$ cat src/rtl/sdram_arbiter.sv
`default_nettype none
// ============================================================================
// Module   : sdram_arbiter
// Purpose  : Shares one SDRAM controller port between the CPU path (port A),
//            the SD-card image loader (port B) and periodic refresh. One
//            command per fixed-length slot, read data and a one-cycle ack
//            back to the owner, with forward-progress guarantees for refresh
//            and the loader.
// Revision : 1.0 - initial release
// ============================================================================
module sdram_arbiter #(
  parameter int AW    = 24,
  parameter int CYC   = 8,
  parameter int RDLAT = 6,
  parameter int RFMAX = 3,
  parameter int BMAX  = 4
) (
  input  logic          clock,
  input  logic          reset,
  input  logic          ready,
  input  logic          rfReq,
  input  logic          aRd,
  input  logic          aWr,
  input  logic [AW-1:0] aA,
  input  logic [7:0]    aD,
  output logic [7:0]    aQ,
  output logic          aAck,
  input  logic          bRd,
  input  logic          bWr,
  input  logic [AW-1:0] bA,
  input  logic [7:0]    bD,
  output logic [7:0]    bQ,
  output logic          bAck,
  output logic          sdrRf,
  output logic          sdrRd,
  output logic          sdrWr,
  output logic [AW-1:0] sdrA,
  output logic [15:0]   sdrD,
  input  logic [15:0]   sdrQ
);

  localparam int CW = (CYC > 1) ? $clog2(CYC) : 1;
  localparam int PW = $clog2(RFMAX + 1);
  localparam int SW = $clog2(BMAX + 1);

  localparam logic [CW-1:0] c_cnt_rd   = CW'(RDLAT);
  localparam logic [CW-1:0] c_cnt_pre  = CW'(CYC - 2);
  localparam logic [CW-1:0] c_cnt_last = CW'(CYC - 1);
  localparam logic [PW-1:0] c_pend_max = PW'(RFMAX);
  localparam logic [SW-1:0] c_stv_max  = SW'(BMAX);

  typedef enum logic [0:0] {
    ST_IDLE = 1'b0,
    ST_BUSY = 1'b1
  } state_t;

  typedef enum logic [1:0] {
    OWN_A    = 2'd0,
    OWN_B    = 2'd1,
    OWN_RF   = 2'd2,
    OWN_NONE = 2'd3
  } owner_t;

  state_t        state_q, state_d;
  owner_t        own_q, own_d;
  logic [CW-1:0] cnt_q, cnt_d;
  logic          rd_q, rd_d;
  logic [PW-1:0] pend_q, pend_d;
  logic [SW-1:0] stv_q, stv_d;
  logic [7:0]    aQ_q, aQ_d, bQ_q, bQ_d;
  logic          aAck_q, aAck_d, bAck_q, bAck_d;
  logic          sdrRf_q, sdrRf_d, sdrRd_q, sdrRd_d, sdrWr_q, sdrWr_d;
  logic [AW-1:0] sdrA_q, sdrA_d;
  logic [15:0]   sdrD_q, sdrD_d;

  owner_t        w_gnt;
  logic          w_aReq, w_bReq;
  logic [PW-1:0] w_pend_inc;
  logic          w_unused_sdrq;

  assign w_aReq = aRd | aWr;
  assign w_bReq = bRd | bWr;

  // Only the low byte of the SDRAM word is returned to the 8-bit ports.
  assign w_unused_sdrq = ^sdrQ[15:8];

  // Pick the next slot owner while idle; urgent refresh and a starved loader
  // pre-empt the CPU, leftover refresh only fills otherwise empty slots.
  always_comb begin
    w_gnt = OWN_NONE;
    if (state_q == ST_IDLE && ready) begin
      if (pend_q == c_pend_max)              w_gnt = OWN_RF;
      else if (stv_q >= c_stv_max && w_bReq) w_gnt = OWN_B;
      else if (w_aReq)                       w_gnt = OWN_A;
      else if (w_bReq)                       w_gnt = OWN_B;
      else if (pend_q != '0)                 w_gnt = OWN_RF;
    end
  end

  // Slot sequencing: launch the command on grant, capture read data, ack.
  always_comb begin
    state_d = state_q;
    own_d   = own_q;
    cnt_d   = cnt_q;
    rd_d    = rd_q;
    aQ_d    = aQ_q;
    bQ_d    = bQ_q;
    aAck_d  = 1'b0;
    bAck_d  = 1'b0;
    sdrRf_d = 1'b0;
    sdrRd_d = 1'b0;
    sdrWr_d = 1'b0;
    sdrA_d  = sdrA_q;
    sdrD_d  = sdrD_q;
    case (state_q)
      ST_IDLE: begin
        if (w_gnt != OWN_NONE) begin
          state_d = ST_BUSY;
          own_d   = w_gnt;
          cnt_d   = '0;
          case (w_gnt)
            OWN_A: begin
              // Rd and Wr together is treated as a write.
              rd_d    = ~aWr;
              sdrRd_d = ~aWr;
              sdrWr_d = aWr;
              sdrA_d  = aA;
              sdrD_d  = {aD, aD};
            end
            OWN_B: begin
              rd_d    = ~bWr;
              sdrRd_d = ~bWr;
              sdrWr_d = bWr;
              sdrA_d  = bA;
              sdrD_d  = {bD, bD};
            end
            default: begin
              rd_d    = 1'b0;
              sdrRf_d = 1'b1;
              sdrA_d  = '0;
              sdrD_d  = '0;
            end
          endcase
        end
      end
      default: begin
        cnt_d = cnt_q + 1'b1;
        if (cnt_q == c_cnt_rd && rd_q) begin
          if (own_q == OWN_A)      aQ_d = sdrQ[7:0];
          else if (own_q == OWN_B) bQ_d = sdrQ[7:0];
        end
        // Ack is registered, so it is launched one count early.
        if (cnt_q == c_cnt_pre) begin
          aAck_d = (own_q == OWN_A);
          bAck_d = (own_q == OWN_B);
        end
        if (cnt_q == c_cnt_last) state_d = ST_IDLE;
      end
    endcase
  end

  // Pending-refresh count: saturating increment first, then grant decrement.
  always_comb begin
    w_pend_inc = pend_q;
    if (rfReq && pend_q != c_pend_max) w_pend_inc = pend_q + 1'b1;
    pend_d = w_pend_inc;
    if (w_gnt == OWN_RF) pend_d = w_pend_inc - 1'b1;
    if (!ready) pend_d = '0;
  end

  // Loader starvation: count grants lost while requesting, clear on a win.
  always_comb begin
    stv_d = stv_q;
    if (w_gnt == OWN_B) begin
      stv_d = '0;
    end else if (w_gnt != OWN_NONE && w_bReq && stv_q != c_stv_max) begin
      stv_d = stv_q + 1'b1;
    end
  end

  // State and output registers; reset drops every output immediately.
  always_ff @(posedge clock or posedge reset) begin
    if (reset) begin
      state_q <= ST_IDLE;
      own_q   <= OWN_NONE;
      cnt_q   <= '0;
      rd_q    <= 1'b0;
      pend_q  <= '0;
      stv_q   <= '0;
      aQ_q    <= '0;
      bQ_q    <= '0;
      aAck_q  <= 1'b0;
      bAck_q  <= 1'b0;
      sdrRf_q <= 1'b0;
      sdrRd_q <= 1'b0;
      sdrWr_q <= 1'b0;
      sdrA_q  <= '0;
      sdrD_q  <= '0;
    end else begin
      state_q <= state_d;
      own_q   <= own_d;
      cnt_q   <= cnt_d;
      rd_q    <= rd_d;
      pend_q  <= pend_d;
      stv_q   <= stv_d;
      aQ_q    <= aQ_d;
      bQ_q    <= bQ_d;
      aAck_q  <= aAck_d;
      bAck_q  <= bAck_d;
      sdrRf_q <= sdrRf_d;
      sdrRd_q <= sdrRd_d;
      sdrWr_q <= sdrWr_d;
      sdrA_q  <= sdrA_d;
      sdrD_q  <= sdrD_d;
    end
  end

  assign aQ    = aQ_q;
  assign bQ    = bQ_q;
  assign aAck  = aAck_q;
  assign bAck  = bAck_q;
  assign sdrRf = sdrRf_q;
  assign sdrRd = sdrRd_q;
  assign sdrWr = sdrWr_q;
  assign sdrA  = sdrA_q;
  assign sdrD  = sdrD_q;

endmodule
`default_nettype wire

$ cat config.mk
export PLATFORM = sky130hd
export DESIGN_NAME = sdram_arbiter
export DESIGN_NICKNAME = d
export VERILOG_FILES = /design/src/rtl/sdram_arbiter.sv
export SDC_FILE = /design/constraint.sdc
export NUM_CORES = 1
export LEC_CHECK = 0
export ABC_AREA = 1
export BUFFER_PORTS_ARGS = -buffer_cell sky130_fd_sc_hd__buf_2
export CORE_UTILIZATION = 47
export CTS_CLUSTER_SIZE = 25
export DETAILED_ROUTE_END_ITERATION = 8
export HOLD_SLACK_MARGIN = 0.08
export PLACE_DENSITY = 0.79
export SLEW_MARGIN = 30
export SYNTH_ARGS = -nofsm -noshare
export SYNTH_HDL_FRONTEND = slang
export SYNTH_SLANG_ARGS = --single-unit
$ cat constraint.sdc
create_clock -name clock -period 2.3 [get_ports clock]
set_input_delay 0.345 -clock clock [delete_from_list [all_inputs] [get_ports clock]]
set_output_delay 0.345 -clock clock [all_outputs]
set_load 0.005 [all_outputs]
## Word-level counts from Yosys, hierarchy flattened

Index checks and enable logic that the tools add are counted.

- Add/sub/neg operators: 4
- Magnitude comparators: 1
- Equality and inequality tests: 9
- Multiplexer cells: 31
- Bitwise gates (word level): 6
- Reduce and logical (&&, ||, !) cells: 15

Operator list:

| operator | number |
|---|---|
| case mux 24 bit (2 select lines) | 1 |
| case mux 16 bit (2 select lines) | 1 |
| 2-to-1 mux 2 bit | 8 |
| 2-to-1 mux 1 bit | 15 |
| 2-to-1 mux 3 bit | 4 |
| adder 3 x 1 -> 3 bit, second input constant | 2 |
| == test 3 bit, second input constant | 2 |
| logical AND 1 bit | 6 |
| nonzero test 2 bit | 3 |
| == test 2 x 1 -> 1 bit, second input constant | 2 |
| == test 2 bit, second input constant | 2 |
| logical NOT 2 bit | 2 |
| != test 2 bit, second input constant | 2 |
| NOT 1 bit | 4 |
| case mux 1 bit (2 select lines) | 2 |
| AND reduction 4 bit | 1 |
| greater-or-equal comparator 3 bit, second input constant | 1 |
| != test 3 bit, second input constant | 1 |
| AND reduction 3 bit | 1 |
| adder 2 x 1 -> 2 bit, second input constant | 1 |
| bitwise OR 1 bit | 2 |
| AND reduction 2 bit | 1 |
| OR reduction 2 bit | 1 |
| subtractor 2 x 1 -> 2 bit, second input constant | 1 |

- Register bits: 73
- Input port bits: 88
- Output and inout bits: 61
- Logic and storage cells: 81

## Logic depth before layout (Yosys ltp)

- Word-level depth: 12
- Depth in mapped cells: 10
- Gate-level depth less buffers: 10

## Worst setup path before layout

No wires, ideal clock.

- Kind: reg2reg
- Start point: reg pend_q[0]
- End point: reg state_q
- Library setup time: 0.128 ns
- Data arrival time: 1.377 ns
- Data required time: 2.172 ns
- Setup slack: 0.796 ns
- Stages on the path, launching flop included: 7
- Buffers on the path: 1
- Period minus slack after synthesis: 1.504 ns
- Cell sequence: dfrtp_1 > ha_1 > inv_1 > nand3_4 > o21ai_4 > buf_6 > o21ai_0

- Cells in the longest elaborated chain, start to end: 10
- Elaborated cells on any way between the ends: 11
- Classes of those cells: eq/ne (2); mux (8); reduce/logical (1)

RTL lines:

| element | line | text |
|---|---|---|
| start: declaration | 68 | `logic [PW-1:0] pend_q, pend_d;` |
| start signal: assignment | 204 | `pend_q <= pend_d;` |
| nonzero test 2 bit | 96 | `else if (pend_q != '0) w_gnt = OWN_RF;` |
| 2-to-1 mux 1 bit | 96 |  |
| 2-to-1 mux 2 bit | 95 | `else if (w_bReq) w_gnt = OWN_B;` |
| 2-to-1 mux 2 bit | 94 | `else if (w_aReq) w_gnt = OWN_A;` |
| 2-to-1 mux 2 bit | 93 | `else if (stv_q >= c_stv_max && w_bReq) w_gnt = OWN_B;` |
| 2-to-1 mux 2 bit (*) | 92 | `if (pend_q == c_pend_max) w_gnt = OWN_RF;` |
| 2-to-1 mux 2 bit (*) | 91 | `if (state_q == ST_IDLE && ready) begin` |
| != test 2 bit (*) | 117 | `if (w_gnt != OWN_NONE) begin` |
| 2-to-1 mux 1 bit (*) | 117 |  |
| 2-to-1 mux 1 bit (*) | 115 | `case (state_q)` |
| via state_d | 64 | `state_t state_q, state_d;` |
| end signal: assignment | 200 | `state_q <= state_d;` |
| end: declaration | 64 |  |

The timed path passes the listed nets; every way through them passes the cells marked *.
A chain may end at the register's enable or synchronous reset.

## Worst setup path in the final report

- Start point: reg pend_q[0]
- End point: reg rd_q

- Cells in the longest elaborated chain, start to end: 9
- Elaborated cells on any way between the ends: 13
- Classes of those cells: eq/ne (3); mux (7); reduce/logical (3)

RTL lines:

| element | line | text |
|---|---|---|
| nonzero test 2 bit | 96 |  |
| 2-to-1 mux 1 bit | 96 |  |
| 2-to-1 mux 2 bit | 95 |  |
| 2-to-1 mux 2 bit | 94 |  |
| 2-to-1 mux 2 bit | 93 |  |
| 2-to-1 mux 2 bit (*) | 92 |  |
| 2-to-1 mux 2 bit (*) | 91 |  |
| == test 2 x 1 -> 1 bit, or another cell as far along | 121 | `case (w_gnt)` |
| case mux 1 bit (2 select lines) / AND reduction 2 bit (equally long branches) | n/a |  |
| end signal: assignment | 203 | `rd_q <= rd_d;` |
| end: declaration | 67 | `logic rd_q, rd_d;` |

Mark *: on every way between the ends. The rest lies on a longest branch, timed or not.

==> results.cfg <==
[status]
status = finished with violations
violations = DRC

[clock_network]
cts-htree-levels = 3
cts_hold_buf = 0
clock-sinks = 65
numCtsBuffers = 9
cts_tree = yes
cts_root_buf = clkbuf_8
cts_max_path_buffers = 2
cts_setup_buffers = 0
clock_latency_ps = 340
post_cts_resized = 0
clk_pin_slew_ps = 80

[cells_and_area]
fillers = 575
synthToLayoutAreaGrowth_pct = 28.2
antenna_cells = 0
fin_nets = 589
drive_gt1_share_pct = 39.7

[critical_path]
worst_setup_path_end_kind = flip-flop
reg2reg_depth = 10
r2r_end = rd_q
rrSetupSlack_ps = 370
critPathBufInv = 4
startpoint = pend_q[0]
cpPeakStageDelay_ps = 390
cp_num_cells = 10
worstPathRequired_ps = 2570
cp_top_family = simple AND/OR/NAND/NOR gates
crit_type = flip-flop to flip-flop
crit_chain = inv_1 -> ha_1 -> inv_1 -> nand2_1 -> nand2_2 -> buf_4 -> nand2_1 -> o21ai_2 -> inv_2 -> nand2_1
cpMaxStageDelayCell = dfrtp_1
crit_end = rd_q
path_common_cell = nand2_1
r2r-start = pend_q[0]
critPathLaunchType = flip-flop
worst-path-max-fanout = 23
cp.arrival_ps = 2200

[route]
routedWlPerCell_um = 13.0
drt_first_pass_iters = 7
totalWireLength_mm = 7.51
drc_errors = 24
drtIter0Drc = 170
via_per_inst = 5.00
vias = 2879
drtAntennaViolNets = 0

[pwr]
p_leak_nw = 2.25
p_total_mw = 4.52
peakVddDrop_v = 0.000530
power.density_nw_per_um2 = 1110

[timing]
fin_skew_ps = 9.23
fin_crit_sh_pct = 83.7
setup_slack_ps = 375
fin_setup_tns_ps = 0
finalSetupViolCount = 0
rsz0062_at_grt = no
whs_ps = 123
drv_slew = 0
fmax_ghz = 0.519
hold_violations = 0
fin_crit_ps = 1930
maxSlewHeadroom_pct = 51.0
max_slew.worst_pin.slew_ps = 734

[die]
fp.dieW_um = 84.2
num_io_pins = 149
row_count = 29
coreArea_um2 = 6420
die_height_um = 84.2
start_util_pct = 49.4
die_area_um2 = 7080

[global_route]
first_global_vias = 2791
grt_antenna_before_repair = 0
grt.total_usage_pct = 22.6
grt_max_degree = 35
grt_pass1_wl_mm = 12.6
overflow = 0

[yosys]
syn-cell-area_um2 = 3170
yosys_register_bits = 65
syn_nets = 452
synth-seq-area-share_pct = 51.3
yosysWarnings = 0
async_flop_share_pct = 100
ys_types = 24
synthFlopType = dfrtp_1
syn-instance-count = 357
synth-edff-count = 0
avgSynthCellArea_um2 = 8.89

[hold_path]
hold_path_class = primary input to asynchronous set/reset pin

[placed_design]
dp_hpwl_mm = 5.56
gp_congestion = 0.818
port_buffers = 140
pre_cts_ws_ps = 397

[run]
cap_viol_max_count = 0
==> worst reg2reg max path, delay by kind of cell (launching register included) <==
family	cells	cell delay, ps
flops	1	390
buf+inv	4	510
simple gates	4	550
compound gates	1	180
fa+ha+maj	1	210
==> cell families (layout without fill, tap and decap cells) <==
kind of cell	after synthesis	after routing	share of synthesized area, %
adder cells (fa/ha/maj)	7	7	2.76
AND/OR/NAND/NOR	203	203	29.5
AO/OA/AOI/OAI	28	28	6.78
flip-flops	65	65	51.3
buffers and inverters	53	195	9.34
XOR/XNOR	1	1	0.276
==> layer usage <==
layer,share of wire (%),track usage (%)
met5,0,0
met4,1.6,7.99
met3,6.8,4.23
met2,50,39.0
met1,42,28.8
==> registers in the layout (all words and copies together), names as in the netlist <==
name / cells
sdrRf: 1
state_q: 1
pend_q: 2
aAck: 1
own_q: 2
sdrD: 8
sdrRd: 1
cnt_q: 3
rd_q: 1
sdrA: 24
bQ: 8
stv_q: 3
sdrWr: 1
aQ: 8
bAck: 1
==> metrics by stage <==
stage          util [%]  instances  area, µm²
2_1_floorplan         -        357       3170
3_5_place_dp       60.1        560       3860
4_1_cts            63.3        576       4070
6_report           63.3        576       4070
5_1_grt            63.3        576       4070
3_3_place_gp       60.1        560       3860
==> worst min-delay path by stage <==
stage	from	end	slack, ps	cells after the start
6_report	reset	sdrA[7]	120	2
5_1_grt	reset	sdrA[8]	190	2
4_1_cts	reset	sdrA[8]	140	2
3_5_place_dp	aQ[3]	aQ[3]	460	2
3_3_place_gp	aQ[3]	aQ[3]	460	2
2_1_floorplan	aWr	sdrRd	440	1
==> synth_stat cells, types with 2 or more instances <==
master   count  area share [%]
o21ai_1      3            0.47
buf_6        6             2.1
inv_1       29             3.4
buf_4       13             3.1
o21ai_0      5            0.79
nand2_1    108              13
nand2_2      4            0.79
nand3_1     73              12
nor2_2       3            0.59
o21ai_2     17             4.7
inv_2        2            0.24
dfstp_2      2             1.7
a21oi_1      2            0.32
nor2_1       5            0.59
ha_1         7             2.8
buf_2        3            0.47
nand4_1      5            0.99
nand3_4      2             1.1
dfrtp_1     63              50
==> placed cells by master, fill, tap and decap left out, drive strengths merged <==
cell type  netlist  routed
buf             22     148
nand2          112     112
nand3           75      75
dfrtp           63      63
inv             31      32
o21ai           26      26
clkbuf           0      10
nor2            10      10
ha               7       7
nand4            5       5
clkinvlp         0       3
a21oi            2       2
dfstp            2       2
nor3             1       1
xor2             1       1
bufinv           0       1
clkinv           0       1
==> where the power goes <==
part	leakage, nW	internal, mW	switching, mW	total [mW]
Combinational	1.38	0.733	0.885	1.62
Sequential	0.772	1.62	0.289	1.91
Clock	0.0949	0.532	0.456	0.988
Total	2.25	2.89	1.63	4.52
==> layout make-up <==
cell class                      instances  area (µm²)  area share, %
Sequential cell                        65        1630           40.1
Multi-Input combinational cell        239        1250           30.7
Timing Repair Buffer                  148         773           19.0
Clock buffer                           10         138           3.38
Inverter                               31         116           2.86
Tap cell                               77        96.3           2.37
Clock inverter                          6        66.3           1.63
(Power assumes the default switching activity.)
